[src/rtl/cpu_drv_pkg.sv]
// Shared definitions for the CPU command driver: FSM states, command word layout
// and CPU opcode field positions.
package cpu_drv_pkg;

    localparam int unsigned DATA_W = 8;
    localparam int unsigned REG_W  = 3;
    localparam int unsigned OP_W   = 4;
    localparam int unsigned OPC_W  = REG_W + OP_W;

    // Command word {load, reg, op, data, cin}, 17 bits
    localparam int unsigned CIN_POS  = 0;
    localparam int unsigned DATA_LSB = 1;
    localparam int unsigned OP_LSB   = DATA_LSB + DATA_W;
    localparam int unsigned REG_LSB  = OP_LSB + OP_W;
    localparam int unsigned LOAD_POS = REG_LSB + REG_W;
    localparam int unsigned CMD_W    = LOAD_POS + 1;

    // CPU opcode: reg in [6:4], op in [3:0]
    localparam int unsigned OPC_OP_LSB  = 0;
    localparam int unsigned OPC_REG_LSB = OP_W;

    typedef enum logic [1:0] {
        ST_IDLE  = 2'd0,
        ST_ISSUE = 2'd1,
        ST_WAIT  = 2'd2,
        ST_CAPT  = 2'd3
    } drv_state_e;

    function automatic logic [CMD_W-1:0] pack_cmd(
        input logic              load,
        input logic [REG_W-1:0]  rsel,
        input logic [OP_W-1:0]   op,
        input logic [DATA_W-1:0] data,
        input logic              cin
    );
        logic [CMD_W-1:0] w;
        w = '0;
        w[LOAD_POS]             = load;
        w[REG_LSB +: REG_W]     = rsel;
        w[OP_LSB +: OP_W]       = op;
        w[DATA_LSB +: DATA_W]   = data;
        w[CIN_POS]              = cin;
        return w;
    endfunction

endpackage

[src/rtl/cpu_cmd_fifo.sv]
// Command queue for the CPU driver: show-ahead synchronous FIFO with full/empty flags.
module cpu_cmd_fifo
    import cpu_drv_pkg::*;
#(
    parameter int unsigned DEPTH = 4
) (
    input  logic             clk,
    input  logic             rst,
    input  logic             push,
    input  logic             pop,
    input  logic [CMD_W-1:0] wr_data,
    output logic [CMD_W-1:0] rd_data,
    output logic             full,
    output logic             empty
);

    localparam int unsigned AW = $clog2(DEPTH);

    logic [CMD_W-1:0] mem [DEPTH];
    logic [AW-1:0]    wr_ptr;
    logic [AW-1:0]    rd_ptr;
    logic [AW:0]      count;
    logic             push_en;
    logic             pop_en;

    assign full    = (count == (AW+1)'(DEPTH));
    assign empty   = (count == '0);
    assign push_en = push && !full;
    assign pop_en  = pop && !empty;
    assign rd_data = mem[rd_ptr];

    always_ff @(posedge clk) begin
        if (push_en) begin
            mem[wr_ptr] <= wr_data;
        end
    end

    always_ff @(posedge clk or negedge rst) begin
        if (!rst) begin
            wr_ptr <= '0;
            rd_ptr <= '0;
            count  <= '0;
        end else begin
            if (push_en) begin
                wr_ptr <= wr_ptr + AW'(1);
            end
            if (pop_en) begin
                rd_ptr <= rd_ptr + AW'(1);
            end
            case ({push_en, pop_en})
                2'b10:   count <= count + (AW+1)'(1);
                2'b01:   count <= count - (AW+1)'(1);
                default: count <= count;
            endcase
        end
    end

endmodule

[src/rtl/cpu_cmd_driver.sv]
// Host-side command driver for the 8-register accumulator CPU.
// Optional statistics counters enabled with `define CPU_DRV_STATS_EN.
module cpu_cmd_driver
    import cpu_drv_pkg::*;
#(
    parameter int unsigned FIFO_DEPTH = 4
`ifdef CPU_DRV_STATS_EN
    ,
    parameter int unsigned CNT_W = 16
`endif
) (
    input  logic              clk,
    input  logic              rst,
    input  logic              cmd_valid,
    output logic              cmd_ready,
    input  logic              cmd_load,
    input  logic [REG_W-1:0]  cmd_reg,
    input  logic [OP_W-1:0]   cmd_op,
    input  logic [DATA_W-1:0] cmd_data,
    input  logic              cmd_cin,
    output logic [DATA_W-1:0] cpu_data_in,
    output logic [OPC_W-1:0]  cpu_opcode,
    output logic              cpu_load,
    output logic              cpu_ce,
    output logic              cpu_cin,
    input  logic [DATA_W-1:0] cpu_data_out,
    input  logic              cpu_cout,
    output logic              res_valid,
    input  logic              res_ready,
    output logic [DATA_W-1:0] res_data,
    output logic              res_cout,
    output logic              busy
`ifdef CPU_DRV_STATS_EN
    ,
    output logic [CNT_W-1:0]  stat_loads,
    output logic [CNT_W-1:0]  stat_ops
`endif
);

    drv_state_e       state;
    logic [CMD_W-1:0] push_word;
    logic [CMD_W-1:0] head;
    logic             full;
    logic             empty;
    logic             head_load;
    logic             pop_c;

    assign push_word = pack_cmd(cmd_load, cmd_reg, cmd_op, cmd_data, cmd_cin);
    assign head_load = head[LOAD_POS];
    assign cmd_ready = !full;
    assign busy      = !empty || (state != ST_IDLE);

    // An operation must not overwrite an unconsumed result; loads bypass the stall
    assign pop_c = (state == ST_IDLE) && !empty && (head_load || !res_valid);

    cpu_cmd_fifo #(
        .DEPTH (FIFO_DEPTH)
    ) u_fifo (
        .clk     (clk),
        .rst     (rst),
        .push    (cmd_valid),
        .pop     (pop_c),
        .wr_data (push_word),
        .rd_data (head),
        .full    (full),
        .empty   (empty)
    );

    // Sequencer: one ce pulse per command, ops wait out the CPU OPERATION cycle
    always_ff @(posedge clk or negedge rst) begin
        if (!rst) begin
            state       <= ST_IDLE;
            cpu_ce      <= 1'b0;
            cpu_load    <= 1'b0;
            cpu_cin     <= 1'b0;
            cpu_opcode  <= '0;
            cpu_data_in <= '0;
            res_valid   <= 1'b0;
            res_data    <= '0;
            res_cout    <= 1'b0;
        end else begin
            cpu_ce <= 1'b0;
            if (res_valid && res_ready) begin
                res_valid <= 1'b0;
            end
            case (state)
                ST_IDLE: begin
                    if (pop_c) begin
                        state                                 <= ST_ISSUE;
                        cpu_ce                                <= 1'b1;
                        cpu_load                              <= head_load;
                        cpu_cin                               <= head[CIN_POS];
                        cpu_opcode[OPC_REG_LSB +: REG_W]      <= head[REG_LSB +: REG_W];
                        cpu_opcode[OPC_OP_LSB +: OP_W]        <= head[OP_LSB +: OP_W];
                        if (head_load) begin
                            cpu_data_in <= head[DATA_LSB +: DATA_W];
                        end
                    end
                end
                ST_ISSUE: state <= cpu_load ? ST_IDLE : ST_WAIT;
                ST_WAIT:  state <= ST_CAPT;
                ST_CAPT: begin
                    res_data  <= cpu_data_out;
                    res_cout  <= cpu_cout;
                    res_valid <= 1'b1;
                    state     <= ST_IDLE;
                end
                default: state <= ST_IDLE;
            endcase
        end
    end

`ifdef CPU_DRV_STATS_EN
    // Saturating issue counters, sampled on the ce pulse itself
    always_ff @(posedge clk or negedge rst) begin
        if (!rst) begin
            stat_loads <= '0;
            stat_ops   <= '0;
        end else if (cpu_ce) begin
            if (cpu_load) begin
                if (stat_loads != '1) begin
                    stat_loads <= stat_loads + CNT_W'(1);
                end
            end else begin
                if (stat_ops != '1) begin
                    stat_ops <= stat_ops + CNT_W'(1);
                end
            end
        end
    end
`endif

endmodule

[config.mk]
export PLATFORM = sky130hd
export DESIGN_NAME = cpu_cmd_driver
export DESIGN_NICKNAME = d
export VERILOG_FILES = /design/src/rtl/cpu_drv_pkg.sv /design/src/rtl/cpu_cmd_fifo.sv /design/src/rtl/cpu_cmd_driver.sv
export SDC_FILE = /design/constraint.sdc
export NUM_CORES = 1
export LEC_CHECK = 0
export ABC_AREA = 1
export CAP_MARGIN = 20
export CORE_MARGIN = 1
export CORE_UTILIZATION = 35
export CTS_BUF_LIST = sky130_fd_sc_hd__clkbuf_4
export CTS_CLUSTER_DIAMETER = 200
export CTS_CLUSTER_SIZE = 40
export DETAILED_ROUTE_END_ITERATION = 6
export GPL_TIMING_DRIVEN = 0
export PLACE_DENSITY = 0.58
export SYNTH_ARGS = -nofsm -noshare
export SYNTH_HDL_FRONTEND = slang
export SYNTH_SLANG_ARGS = --single-unit
[constraint.sdc]
create_clock -name clk -period 5.05 [get_ports clk]
set_clock_uncertainty 0.15 [all_clocks]
set_input_delay 0.505 -clock clk [delete_from_list [all_inputs] [get_ports clk]]
set_output_delay 0.505 -clock clk [all_outputs]
set_load 0.1 [all_outputs]
==> results.sh, run 1 <==
export IMPL_design_core_area_mm2=0.01152
export IMPL_max_freq_mhz=352.2
export IMPL_critPathSlowestCell="sky130_fd_sc_hd__clkdlybuf4s50_1"
export IMPL_timing_hold_worst_class="reg2reg"
export IMPL_critPathKind="reg2out"
export IMPL_clk_insertion_delay_late_ns=0.44
export IMPL_postSynthCellCount=361
export IMPL_worstSetupEndpointType="output pin"
export IMPL_violations_in_the_final_reports="design-rule violations"
export IMPL_post_synth_and_or_nand_nor_area_fraction=0.1426
export IMPL_starting_density_of_the_core=0.3633
export IMPL_flow_area_growth_from_synthesis_pct=23.89
export IMPL_rsz_0062_raised_after_global_routing="no"
export IMPL_placementRows=39
export IMPL_clkSlewWorstSetupHoldPaths_ns=0.15
export IMPL_number_of_antenna_violating_nets_in_the_routed_design=0
export IMPL_final_layout_size_suffix_gt1_frac=0.1066
export IMPL_slew_headroom=0.3359
export IMPL_grtUsageTotal=0.1485
export IMPL_cts_path_max_buffers=2
export IMPL_detail_route_wl_per_cell_um=14.63
export IMPL_die_h_um=111.3
export IMPL_synth_fp_nets=397
export IMPL_die_area_mm2=0.01240
export IMPL_fin_nets=472
export IMPL_postSynthRegisterBits=105
export IMPL_worst_path_largest_cell_delay_ns=0.99
export IMPL_tritoncts="yes"
export IMPL_grt_antenna_before_repair=0
export IMPL_clockRootBuffer="sky130_fd_sc_hd__clkbuf_4"
export IMPL_drt_drc_violations_left=18
export IMPL_gpl_final_weighted_congestion=0.7453
export IMPL_finalWorstPathRequiredPeriod_ns=2.839
export IMPL_dominant_combinational_cell_family_by_area_after_synthesis="simple AND/OR/NAND/NOR gates"
export IMPL_postLayoutCellArea_mm2=0.005184
export IMPL_setup_violations_final=0
export IMPL_critical_path_arrival_ns=2.18
export IMPL_drt_pass1_iter_count=6
export IMPL_synth_mux_area_fraction=0
export IMPL_run_status="complete, but fails checks"
export IMPL_post_cts_buffers=0
export IMPL_fin_setup_tns_ns=0
export IMPL_grt_pass1_wl_mm=14.06
export IMPL_ant_diodes=0
export IMPL_totalWireLength_mm=8.543
export IMPL_crit_chain="nor2_1 -> nand4_1 -> clkdlybuf4s50_1"
export IMPL_routed_via_count=2703
export IMPL_hpwlAfterDp_mm=5.772
export IMPL_crit_fanout=3
export IMPL_cts_made_buffers=9
export IMPL_port_buffers=59
export IMPL_synthesis_area_per_instance_um2=11.59
export IMPL_avgViaCountPerCell=4.628
export IMPL_grt_overflow_total=0
export IMPL_grt_pass1_vias=2764
export IMPL_yosys_warnings=0
export IMPL_clock_sink_count=105
export IMPL_worst_path_dominant_cell_family="buffers and inverters"
export IMPL_die_w_um=111.3
export IMPL_grt_start_max_net_pins=38
export IMPL_post_synth_instance_area_mm2=0.004184
export IMPL_critical_path_required_ns=4.39
export IMPL_final_hold_viol_count=0
export IMPL_postPlaceCellArea_mm2=0.005019
export IMPL_number_of_pins_exceeding_their_max_slew_limit_in_the_final_report=0
export IMPL_reg2reg_from="u_fifo.rd_ptr[0]"
export IMPL_synth_compound_area_share=0.07685
export IMPL_finalCritPeriodShare=0.5622
export IMPL_hold_path_startpoint="state[0]"
export IMPL_first_iter_violations=173
export IMPL_synthDistinctLibCells=27
export IMPL_io_pins=60
export IMPL_synthAdderAreaFrac=0.01974
export IMPL_r2r_setup_slack_ns=2.63
export IMPL_htree_levels=3
export IMPL_cp_start_kind="flip-flop"
export IMPL_timing_worst_slew_pin_value_ns=0.9931
export IMPL_worstPathBufferInverterCount=1
export IMPL_seq_area_frac_synth=0.7093
export IMPL_maxCapViolations=0
export IMPL_fraction_of_synthesized_cell_area_in_xor_and_xnor_cells=0.008373
## registers in the layout, indices dropped and copies added (netlist names), 2 cells and up, named ones only
register	flops
u_fifo.rd_ptr	2
u_fifo.wr_ptr	2
u_fifo.count	3
cpu_data_in	8
res_data	8
cpu_opcode	7
u_fifo.mem	68
## synthesized netlist by cell type, drive strengths merged
cell type  count  area [um2]
a21oi         11       58.81
a211oi         1       7.510
o21ai         51       255.2
xnor2          1       8.760
inv           21       81.33
nor2          70       262.8
clkinv         1       3.750
buf           13       86.33
fa             1       20.02
clkbuf         2       8.750
edfxtp        68        2042
nand2         60       237.7
dfrtp         37       925.9
nand4          1       6.260
ha             5       62.56
xor2           3       26.28
nand3         15       90.09
## worst reg2reg max path, delay by kind of cell, from the launching register on
family	cells	cell delay [ns]
compound gates	2	0.30
xor+xnor	1	0.16
fa+ha+maj	2	0.51
buf+inv	5	0.50
flops	1	0.37
simple gates	4	0.35
## cell families (layout without fill, tap and decap cells)
| kind of cell | after synthesis | count (layout) |
|---|---|---|
| AND/OR/NAND/NOR | 146 | 146 |
| AO/OA/AOI/OAI | 63 | 63 |
| flip-flops | 105 | 105 |
| XOR/XNOR | 4 | 4 |
| buffers and inverters | 37 | 117 |
| adder cells (fa/ha/maj) | 6 | 6 |
## path summary, 6_finish.rpt
| kind | end | depth (start not counted) |
|---|---|---|
| max | busy | 3 |
| max reg2reg | u_fifo.count[2] | 14 |
| min in group asynchronous | u_fifo.count[2] | 2 |
| min | state[0] | 1 |
| max in group asynchronous | cpu_opcode[1] | 2 |
| min reg2reg | state[0] | 1 |
## repair_timing
action	CTS	global route
endpoints found under the hold margin	17	0
setup endpoints to repair	0	0
hold buffers	1	0
gates resized for setup	0	0
## layout make-up
cell class / instances / area (um2)
Buffer: 15 / 95.09
Clock buffer: 10 / 75.07
Clock inverter: 6 / 80.08
Fill cell: 1076 / 6332
Inverter: 22 / 85.08
Multi-Input combinational cell: 219 / 1046
Sequential cell: 105 / 2968
Tap cell: 143 / 178.9
Timing Repair Buffer: 64 / 655.6
## stage by stage
step                      hold WS, ns  cells  setup slack, ns    util
after floorplan               0.05941    361            1.997       -
after global placement         0.2880    563            1.906  0.4301
after detailed placement       0.3005    567            2.455  0.4358
after CTS                      0.3198    584            2.169  0.4501
after global routing           0.3320    584            2.112  0.4501
final                          0.3179    584            2.211  0.4501
## layout by cell type, fill, tap and decap left out, types with 10 or more instances in the layout
cell type,Yosys,layout
sky130_fd_sc_hd__clkdlybuf4s50_1,0,58
sky130_fd_sc_hd__o21ai_0,46,46
sky130_fd_sc_hd__edfxtp_1,68,68
sky130_fd_sc_hd__nand3_1,12,12
sky130_fd_sc_hd__nor2_1,70,66
sky130_fd_sc_hd__buf_2,9,10
sky130_fd_sc_hd__a21oi_1,10,10
sky130_fd_sc_hd__clkbuf_4,0,10
sky130_fd_sc_hd__dfrtp_1,37,37
sky130_fd_sc_hd__nand2_1,57,57
sky130_fd_sc_hd__inv_1,17,17
## per-layer routing
metal,track usage,vias to the layer above,part of all wire
met5,0,-,0
met4,0.06937,0,0.015
met3,0.02667,10,0.048
met2,0.2471,67,0.48
met1,0.1894,1265,0.46
li1,-,1361,-
Power of run 1 is left out: the tool's default activity adds up to more than one toggle a clock period on the data nets, which glitch-free logic cannot reach.
==> run 2: changes to the inputs <==
--- a/config.mk
+++ b/config.mk
@@ -14,7 +14,7 @@
 export CTS_CLUSTER_SIZE = 40
 export DETAILED_ROUTE_END_ITERATION = 6
 export GPL_TIMING_DRIVEN = 0
-export PLACE_DENSITY = 0.58
+export PLACE_DENSITY = 0.6
 export SYNTH_ARGS = -nofsm -noshare
 export SYNTH_HDL_FRONTEND = slang
 export SYNTH_SLANG_ARGS = --single-unit
==> constraint.sdc (replaced) <==
create_clock -name clk -period 2.55 [get_ports clk]
set_clock_uncertainty 0.15 [all_clocks]
set_input_delay 0.255 -clock clk [delete_from_list [all_inputs] [get_ports clk]]
set_output_delay 0.255 -clock clk [all_outputs]
set_load 0.1 [all_outputs]
==> run 2 against run 1 <==
Against the previous run: the flow still finishes with violations (design-rule violations); hold slack worse by 0.10 ns; critical path depth down 2; sequential share of layout area rose by 0.25 points; critical endpoint is now cpu_load; final cell count stayed put; via count shrank 1.4%; setup slack got worse by 2.0 ns; flip-flop and latch count stayed put; non-clock buffer count up 2.
==> results.sh, run 2 (synthesis gave the netlist of run 1 again) <==
export IMPL_grt_pass1_wl_mm=13.48
export IMPL_violations_in_the_final_reports="design-rule violations"
export IMPL_clock_sink_count=105
export IMPL_routed_via_count=2666
export IMPL_post_layout_nonfiller_instances=584
export IMPL_gpl_final_weighted_congestion=0.7291
export IMPL_maxCapViolations=0
export IMPL_critical_path_required_ns=2.14
export IMPL_drt_pass1_iter_count=6
export IMPL_drt_drc_violations_left=12
export IMPL_post_place_cells=567
export IMPL_tritoncts="yes"
export IMPL_worst_hold_path_num_cells=3
export IMPL_avgViaCountPerCell=4.565
export IMPL_io_pins=60
export IMPL_clk_insertion_delay_late_ns=0.41
export IMPL_port_buffers=59
export IMPL_first_iter_violations=154
export IMPL_flow_area_growth_from_synthesis_pct=23.36
export IMPL_cts_made_buffers=9
export IMPL_final_hold_viol_count=0
export IMPL_number_of_antenna_violating_nets_in_the_routed_design=0
export IMPL_design_core_area_mm2=0.01152
export IMPL_rsz_0062_raised_after_global_routing="no"
export IMPL_worst_path_largest_cell_delay_ns=1.16
export IMPL_critPathSlowestCell="sky130_fd_sc_hd__clkdlybuf4s50_1"
export IMPL_clkSlewWorstSetupHoldPaths_ns=0.15
export IMPL_starting_density_of_the_core=0.3633
export IMPL_grt_overflow_total=0
export IMPL_slew_headroom=0.3346
export IMPL_r2r_setup_slack_ns=0.24
export IMPL_final_cell_mix="sky130_fd_sc_hd__edfxtp_1 (68), sky130_fd_sc_hd__nor2_1 (66), sky130_fd_sc_hd__nand2_1 (57)"
export IMPL_max_freq_mhz=420.4
export IMPL_crit_fanout=3
export IMPL_cp_start_kind="flip-flop"
export IMPL_worst_hold_path_endpoint="res_data[1]"
export IMPL_postLayoutCellArea_mm2=0.005161
export IMPL_worstPathBufferInverterCount=1
export IMPL_final_common_cell="sky130_fd_sc_hd__edfxtp_1"
export IMPL_setup_violations_final=0
export IMPL_htree_levels=3
export IMPL_crit_chain="clkdlybuf4s50_1"
export IMPL_timing_hold_worst_class="in2reg"
export IMPL_reg2reg_from="u_fifo.rd_ptr[1]"
export IMPL_critical_path_arrival_ns=1.97
export IMPL_die_w_um=111.3
export IMPL_die_h_um=111.3
export IMPL_fin_nets=474
export IMPL_largest_reg_flops=68
export IMPL_hold_path_startpoint="cpu_data_out[1]"
export IMPL_final_layout_size_suffix_gt1_frac=0.1156
export IMPL_regToRegEndpoint="u_fifo.count[2]"
export IMPL_top_regs="u_fifo.mem (68), cpu_data_in (8), res_data (8)"
export IMPL_ant_diodes=0
export IMPL_hpwlAfterDp_mm=5.633
export IMPL_grt_antenna_before_repair=0
export IMPL_grt_start_max_net_pins=38
export IMPL_finalCritPeriodShare=0.9329
export IMPL_final_core_utilization=0.4482
export IMPL_critPathKind="reg2out"
export IMPL_clockRootBuffer="sky130_fd_sc_hd__clkbuf_4"
export IMPL_worst_path_dominant_cell_family="buffers and inverters"
export IMPL_regMostFlops="u_fifo.mem"
export IMPL_grt_pass1_vias=2580
export IMPL_grtUsageTotal=0.1427
export IMPL_run_status="complete, but fails checks"
export IMPL_cts_path_max_buffers=2
export IMPL_worst_r2r_path_depth=12
export IMPL_totalWireLength_mm=8.365
export IMPL_detail_route_wl_per_cell_um=14.32
export IMPL_finalWorstPathRequiredPeriod_ns=2.379
export IMPL_worstSetupEndpointType="output pin"
export IMPL_postPlaceCellArea_mm2=0.005031
export IMPL_timing_worst_slew_pin_value_ns=0.9950
export IMPL_number_of_pins_exceeding_their_max_slew_limit_in_the_final_report=0
export IMPL_placementRows=39
export IMPL_die_area_mm2=0.01240
[run 2: changes by cell type in the layout (fill, tap and decap cells not counted), moves of 2 or more]
cell | previous run | this run
sky130_fd_sc_hd__bufinv_16 | 2 | 0
sky130_fd_sc_hd__clkinv_1 | 4 | 1
sky130_fd_sc_hd__clkdlybuf4s50_1 | 58 | 56
sky130_fd_sc_hd__clkinvlp_4 | 0 | 2
sky130_fd_sc_hd__buf_4 | 1 | 3
sky130_fd_sc_hd__dlygate4sd2_1 | 0 | 2
sky130_fd_sc_hd__clkinv_4 | 0 | 2
[run 2: area by class of cell]
cell class,instances,area [um2]
repair buffers,66,668.1
plain buffers,15,95.09
flip-flops and latches,105,2968
clock buffers,10,75.07
inverters,22,85.08
clock inverters,4,32.53
fillers,1056,6355
multi-input cells,219,1059
well taps,143,178.9
[run 2: timing repair]
item / CTS / global route
hold buffers: 1 / 0
gates resized for setup: 2 / 1
buffers inserted: 0 / 2
setup endpoints to repair: 2 / 1
endpoints found under the hold margin: 37 / 0
[run 2: metrics by stage]
step                hold WS (ns)  setup TNS (ns)  worst slack [ns]
floorplan                -0.1906               0            0.1147
global placement          0.2885          -20.01           -0.3357
detailed placement        0.2641               0            0.1890
CTS                       0.1659               0            0.1229
global route              0.1747               0          0.002129
finish                    0.2163               0            0.1712
[run 2: routing by layer]
| metal | up-vias | GRT usage | part of all wire |
|---|---|---|---|
| li1 | 1359 | - | - |
| met1 | 1227 | 0.1942 | 0.47 |
| met2 | 75 | 0.2196 | 0.47 |
| met3 | 5 | 0.03974 | 0.047 |
| met4 | 0 | 0.05045 | 0.010 |
| met5 | - | 0 | 0 |
[run 2: worst max path at each step]
stage / from / end / slack [ns] / cells after the start
floorplan: res_valid / u_fifo.count[2] / 0.11 / 10
global placement: cmd_valid / u_fifo.mem[1][4] / -0.34 / 3
detailed placement: u_fifo.rd_ptr[0] / u_fifo.count[2] / 0.19 / 14
CTS: res_valid / res_valid / 0.12 / 1
global route: flip-flop / u_fifo.count[2] / 0.002 / 12
finish: cpu_load / cpu_load / 0.17 / 1
Power of run 2 is left out for the same reason.
